### src/rtl/pipeline_mem_arbiter.sv
// Arbitrates the Fetch-stage instruction port and the Memory-stage data port onto one
// variable-latency memory bus. Define MEM_ARB_TIMEOUT_EN to add the bounded-wait watchdog.
module pipeline_mem_arbiter #(
  parameter int AW      = 32,
  parameter int DW      = 32,
  parameter int TIMEOUT = 15
) (
  input  logic          clk,
  input  logic          reset,
  input  logic          IReqF,
  input  logic [AW-1:0] PCF,
  output logic [DW-1:0] InstrF,
  output logic          IRdyF,
  input  logic          FlushF,
  input  logic          DReqM,
  input  logic          MemWriteM,
  input  logic [AW-1:0] ALUOutM,
  input  logic [DW-1:0] WriteDataM,
  output logic [DW-1:0] ReadDataM,
  output logic          DRdyM,
  output logic          MemStall,
  output logic          mem_req,
  output logic          mem_we,
  output logic [AW-1:0] mem_addr,
  output logic [DW-1:0] mem_wdata,
  input  logic [DW-1:0] mem_rdata,
  input  logic          mem_ack,
  output logic          ErrTimeout
);

  // Handshake: a requester holds its req and operands until its 1-cycle rdy pulse (or a
  // flush for fetch); the memory sees mem_req/addr/we/wdata stable until it returns mem_ack.
  typedef enum logic [1:0] {IDLE = 2'd0, IBUSY = 2'd1, DBUSY = 2'd2} state_e;

  state_e        state_q, state_d;
  logic          mem_req_q, mem_req_d;
  logic          mem_we_q, mem_we_d;
  logic [AW-1:0] mem_addr_q, mem_addr_d;
  logic [DW-1:0] mem_wdata_q, mem_wdata_d;
  logic [DW-1:0] instr_q, instr_d;
  logic [DW-1:0] rdata_q, rdata_d;
  logic          irdy_q, irdy_d;
  logic          drdy_q, drdy_d;
  logic          squash_q, squash_d;
  logic          last_data_q, last_data_d;

  logic          busy, fetch_ok, grant_d, grant_i, expire, done;
  logic [DW-1:0] resp_data;

  assign busy     = (state_q != IDLE);
  assign fetch_ok = IReqF & ~FlushF;
  assign done     = busy & (mem_ack | expire);
  // A watchdog expiry completes the access with zero data.
  assign resp_data = mem_ack ? mem_rdata : '0;

  // Both pending: data wins unless data had the previous grant.
  always_comb begin
    grant_d = 1'b0;
    grant_i = 1'b0;
    if (state_q == IDLE && !irdy_q && !drdy_q) begin
      grant_d = DReqM & ~(fetch_ok & last_data_q);
      grant_i = fetch_ok & ~grant_d;
    end
  end

`ifdef MEM_ARB_TIMEOUT_EN
  localparam int CW = $clog2(TIMEOUT + 1);
  logic [CW-1:0] cnt_q, cnt_d;
  logic          err_q, err_d;

  assign expire = busy & ~mem_ack & (cnt_q == CW'(TIMEOUT - 1));

  always_comb begin
    cnt_d = cnt_q;
    err_d = err_q | expire;
    if (grant_d || grant_i)   cnt_d = '0;
    else if (busy && !mem_ack) cnt_d = cnt_q + 1'b1;
  end

  always_ff @(posedge clk) begin
    if (reset) begin
      cnt_q <= '0;
      err_q <= 1'b0;
    end else begin
      cnt_q <= cnt_d;
      err_q <= err_d;
    end
  end

  assign ErrTimeout = err_q;
`else
  logic unused_timeout;
  assign unused_timeout = (TIMEOUT == 0);
  assign expire         = 1'b0;
  assign ErrTimeout     = 1'b0;
`endif

  always_ff @(posedge clk) begin
    if (reset) begin
      state_q <= IDLE;
    end else begin
      state_q <= state_d;
    end
  end

  always_comb begin
    state_d = state_q;
    unique case (state_q)
      IDLE: begin
        if (grant_d)      state_d = DBUSY;
        else if (grant_i) state_d = IBUSY;
      end
      IBUSY, DBUSY: if (done) state_d = IDLE;
      default: state_d = IDLE;
    endcase
  end

  always_comb begin
    mem_req_d   = mem_req_q;
    mem_we_d    = mem_we_q;
    mem_addr_d  = mem_addr_q;
    mem_wdata_d = mem_wdata_q;
    instr_d     = instr_q;
    rdata_d     = rdata_q;
    irdy_d      = 1'b0;
    drdy_d      = 1'b0;
    squash_d    = squash_q;
    last_data_d = last_data_q;
    if (grant_d) begin
      mem_req_d   = 1'b1;
      mem_we_d    = MemWriteM;
      mem_addr_d  = ALUOutM;
      mem_wdata_d = WriteDataM;
    end else if (grant_i) begin
      mem_req_d  = 1'b1;
      mem_we_d   = 1'b0;
      mem_addr_d = PCF;
    end
    if (state_q == IBUSY && FlushF) squash_d = 1'b1;
    if (done) begin
      mem_req_d   = 1'b0;
      squash_d    = 1'b0;
      last_data_d = (state_q == DBUSY);
      if (state_q == DBUSY) begin
        drdy_d = 1'b1;
        if (!mem_we_q) rdata_d = resp_data;
      end else if (!squash_q && !FlushF) begin
        irdy_d  = 1'b1;
        instr_d = resp_data;
      end
    end
  end

  always_ff @(posedge clk) begin
    if (reset) begin
      mem_req_q   <= 1'b0;
      mem_we_q    <= 1'b0;
      mem_addr_q  <= '0;
      mem_wdata_q <= '0;
      instr_q     <= '0;
      rdata_q     <= '0;
      irdy_q      <= 1'b0;
      drdy_q      <= 1'b0;
      squash_q    <= 1'b0;
      last_data_q <= 1'b0;
    end else begin
      mem_req_q   <= mem_req_d;
      mem_we_q    <= mem_we_d;
      mem_addr_q  <= mem_addr_d;
      mem_wdata_q <= mem_wdata_d;
      instr_q     <= instr_d;
      rdata_q     <= rdata_d;
      irdy_q      <= irdy_d;
      drdy_q      <= drdy_d;
      squash_q    <= squash_d;
      last_data_q <= last_data_d;
    end
  end

  assign mem_req   = mem_req_q;
  assign mem_we    = mem_we_q;
  assign mem_addr  = mem_addr_q;
  assign mem_wdata = mem_wdata_q;
  assign InstrF    = instr_q;
  assign ReadDataM = rdata_q;
  assign IRdyF     = irdy_q;
  assign DRdyM     = drdy_q;
  assign MemStall  = (DReqM & ~drdy_q) | (IReqF & ~irdy_q & ~FlushF);

endmodule

### config.mk
export PLATFORM = sky130hd
export DESIGN_NAME = pipeline_mem_arbiter
export DESIGN_NICKNAME = d
export VERILOG_FILES = /design/src/rtl/pipeline_mem_arbiter.sv
export SDC_FILE = /design/constraint.sdc
export NUM_CORES = 1
export LEC_CHECK = 0
export CAP_MARGIN = 20
export CORE_UTILIZATION = 40
export DETAILED_ROUTE_END_ITERATION = 8
export PLACE_DENSITY = 0.88
export SLEW_MARGIN = 15
export SYNTH_ARGS = -nofsm -noshare
export SYNTH_HDL_FRONTEND = slang
export SYNTH_SLANG_ARGS = --single-unit
### constraint.sdc
create_clock -name clk -period 2.2 [get_ports clk]
set_input_delay 0.44 -clock clk [delete_from_list [all_inputs] [get_ports clk]]
set_output_delay 0.44 -clock clk [all_outputs]
set_load 0.03 [all_outputs]
==> flow_summary.json <==
{
  "final_common_cell": "clkdlybuf4s50_1",
  "syn-num-nets": 751,
  "initialDrtViolationCount": 442,
  "worst_path_dominant_cell_family": "buffers and inverters",
  "pwr_density_cell_nw_per_um2": 1140,
  "drv_slew": 0,
  "clk_latency_ns": 0.41,
  "hpwl_mm": 11.2,
  "antenna_found_initial": 0,
  "postSynth.topFlopCell": "dfxtp_1",
  "combPwrFrac_pct": 38.5,
  "power.leakage_uw": 0.00321,
  "post-route-min-period_ns": 1.97,
  "yosysSeqAreaShare_pct": 52.4,
  "min_period_over_period_pct": 89.5,
  "grt_setup_unrepaired": "false",
  "path_cells": "clkdlybuf4s50_1",
  "setup_tns_ns": 0,
  "power.share.clock_pct": 28.7,
  "die_area_um2": 13500,
  "drtPass1Iterations": 5,
  "skew_ns": 0.00811,
  "finalInstanceArea_um2": 8600,
  "clock_sinks": 136,
  "drive_gt1_share_pct": 5.83,
  "clkTransAtPathRegs_ns": 0.05,
  "overflow": 0,
  "cp_max_fo": 4,
  "h-tree-depth": 4,
  "holdBufCountCts": 0,
  "cts_root_buf": "clkbuf_16",
  "fin_util_pct": 68.2,
  "syn_avg_cell_area_um2": 8.48,
  "outcome": "completed",
  "synth_area_leader_cell": "dfxtp_1",
  "routed_wl_mm": 15.8,
  "io_pins": 269,
  "drc_errors": 0,
  "netSwitchingFraction_pct": 35.1,
  "ys_ff_latch": 136,
  "cts_resized": 0,
  "vias_per_cell": 5.03,
  "synth_area_leaders": "dfxtp_1 (52%), nand2_1 (12%), a21oi_1 (9.4%), mux2i_1 (6.4%), a211oi_1 (4.6%)",
  "grt_max_degree": 69,
  "die_y_um": 116,
  "nFillCells": 1002,
  "crit_slowest_cell": "clkdlybuf4s50_1",
  "numCtsBuffers": 17,
  "maxCapViolCount": 0,
  "io_buffers": 267,
  "num_rows": 41,
  "wl_per_cell_um": 15.1,
  "worst_ep_required_time_ns": 1.76,
  "worstSetupPathType": "reg -> out",
  "grt_pass1_vias": 4801,
  "initial_core_util_pct": 41.2,
  "holdWs_ns": 0.406,
  "nNetsFinal": 1000,
  "synth-edff-count": 0,
  "place_area_um2": 8010,
  "ys_warn_count": 0,
  "cp-end-kind": "primary output",
  "coreArea_um2": 12600,
  "hold_viol": 0,
  "seqPwrFrac_pct": 32.8,
  "hold_class": "in -> reg",
  "report.power.total_uw": 9820,
  "vdd_ir_drop_max_v": 0.000782,
  "cts_buffer_depth": 2,
  "cts_tree": "yes",
  "internal_power_uw": 6380,
  "vias": 5270,
  "asyncSetResetFlopFracSynth_pct": 0,
  "cts_setup_buffers": 0,
  "p_sw_uw": 3440,
  "antenna-diode-count": 0,
  "synth_cells": 613,
  "clock.fmax_mhz": 508,
  "setup.worst_path.start_class": "flop",
  "grt_pass1_wl_mm": 23.8,
  "finalSetupViolations": 0,
  "synth_top_cell_area_share_pct": 52.4,
  "syn_area_um2": 5200,
  "critical_path_buf_inv_count": 1,
  "yosysUniqueCellTypes": 33,
  "crit_arrival_ns": 1.53,
  "area_growth_pct": 65.5,
  "gp_congestion": 0.781,
  "die_x_um": 116,
  "track_usage_pct": 23.2,
  "cp_slowest_stage_delay_ns": 0.74,
  "antenna_left": 0,
  "final_cell_mix": "clkdlybuf4s50_1 (265), nand2_1 (162), dfxtp_1 (136)"
}
[metrics by stage]
step / setup slack [ns] / std cells
2_1_floorplan: 0.589 / 613
3_3_place_gp: 0.133 / 1015
3_5_place_dp: 0.0858 / 1015
4_1_cts: 0.184 / 1047
5_1_grt: 0.129 / 1047
6_report: 0.231 / 1047
[kinds of logic after synthesis]
kind of cell	Yosys count	synth area share (%)
buf+inv	57	5.42
simple gates	246	19.9
mux	33	6.36
fa+ha+maj	3	0.722
other cells	1	0.0722
compound gates	137	15.1
flops	136	52.4
[layout make-up]
class                   instances  area, um2  area share, %
well taps                     172        215           2.50
flip-flops and latches        136       2720           31.7
repair buffers                282       2860           33.2
clock buffers                  25        505           5.88
clock inverters                 7       90.1           1.05
multi-input cells             420       2190           25.5
inverters                       5       18.8          0.218
[cells in the mapped netlist (all sizes together) (2+ instances only)]
cell type  instances
nor3               3
nand2            162
mux2i             33
nand3             33
o31ai              2
nand3b             2
inv                5
a211oi            32
ha                 3
nor2              36
dfxtp            136
and3b              2
a21oi             98
buf               27
clkbuf            25
[power groups by stage]
stage / clock network (uW) / registers [uW] / logic, uW
after floorplan: 0 / 4160 / 1380
after global placement: 0 / 3250 / 3750
after CTS: 2870 / 3220 / 3810
after detailed placement: 0 / 3260 / 3800
after global routing: 2980 / 3270 / 4060
final: 2820 / 3220 / 3780
[path summary, 6_finish.rpt]
kind                            slack [ns]                         end  cells after the start                      start
worst min register to register        0.45   ReadDataM[8]$_SDFFE_PP0P_                      2  ReadDataM[8]$_SDFFE_PP0P_
worst max-delay path                  0.23                       IRdyF                      1           IRdyF$_SDFF_PP0_
worst max register to register        0.25  ReadDataM[12]$_SDFFE_PP0P_                      7    state_q[0]$_SDFFE_PP0P_
worst min-delay path                  0.41    last_data_q$_SDFFE_PP0P_                      2                      reset
[routing by layer]
metal | global-route usage (%) | up-vias | routed length (um)
met5 | 0 | - | 0
met4 | 10.3 | 0 | 320
met1 | 25.6 | 2385 | 6240
li1 | - | 2585 | -
met3 | 7.90 | 33 | 1380
met2 | 40.4 | 267 | 7830
[worst reg2reg max path, delay by kind of cell, from the launching register on]
family / cells / cell delay, ns
AOI/OAI and AO/OA: 1 / 0.21
adders and majority gates: 1 / 0.30
buffers and inverters: 2 / 0.31
DFF: 1 / 0.39
and+or+nand+nor: 3 / 0.67
[registers in the layout, indices dropped and copies added (netlist names)]
register     cells
DRdyM            1
IRdyF            1
InstrF          32
ReadDataM       32
last_data_q      1
mem_addr        32
mem_req          1
mem_wdata       32
mem_we           1
squash_q         1
state_q          2
(Power assumes the default switching activity.)
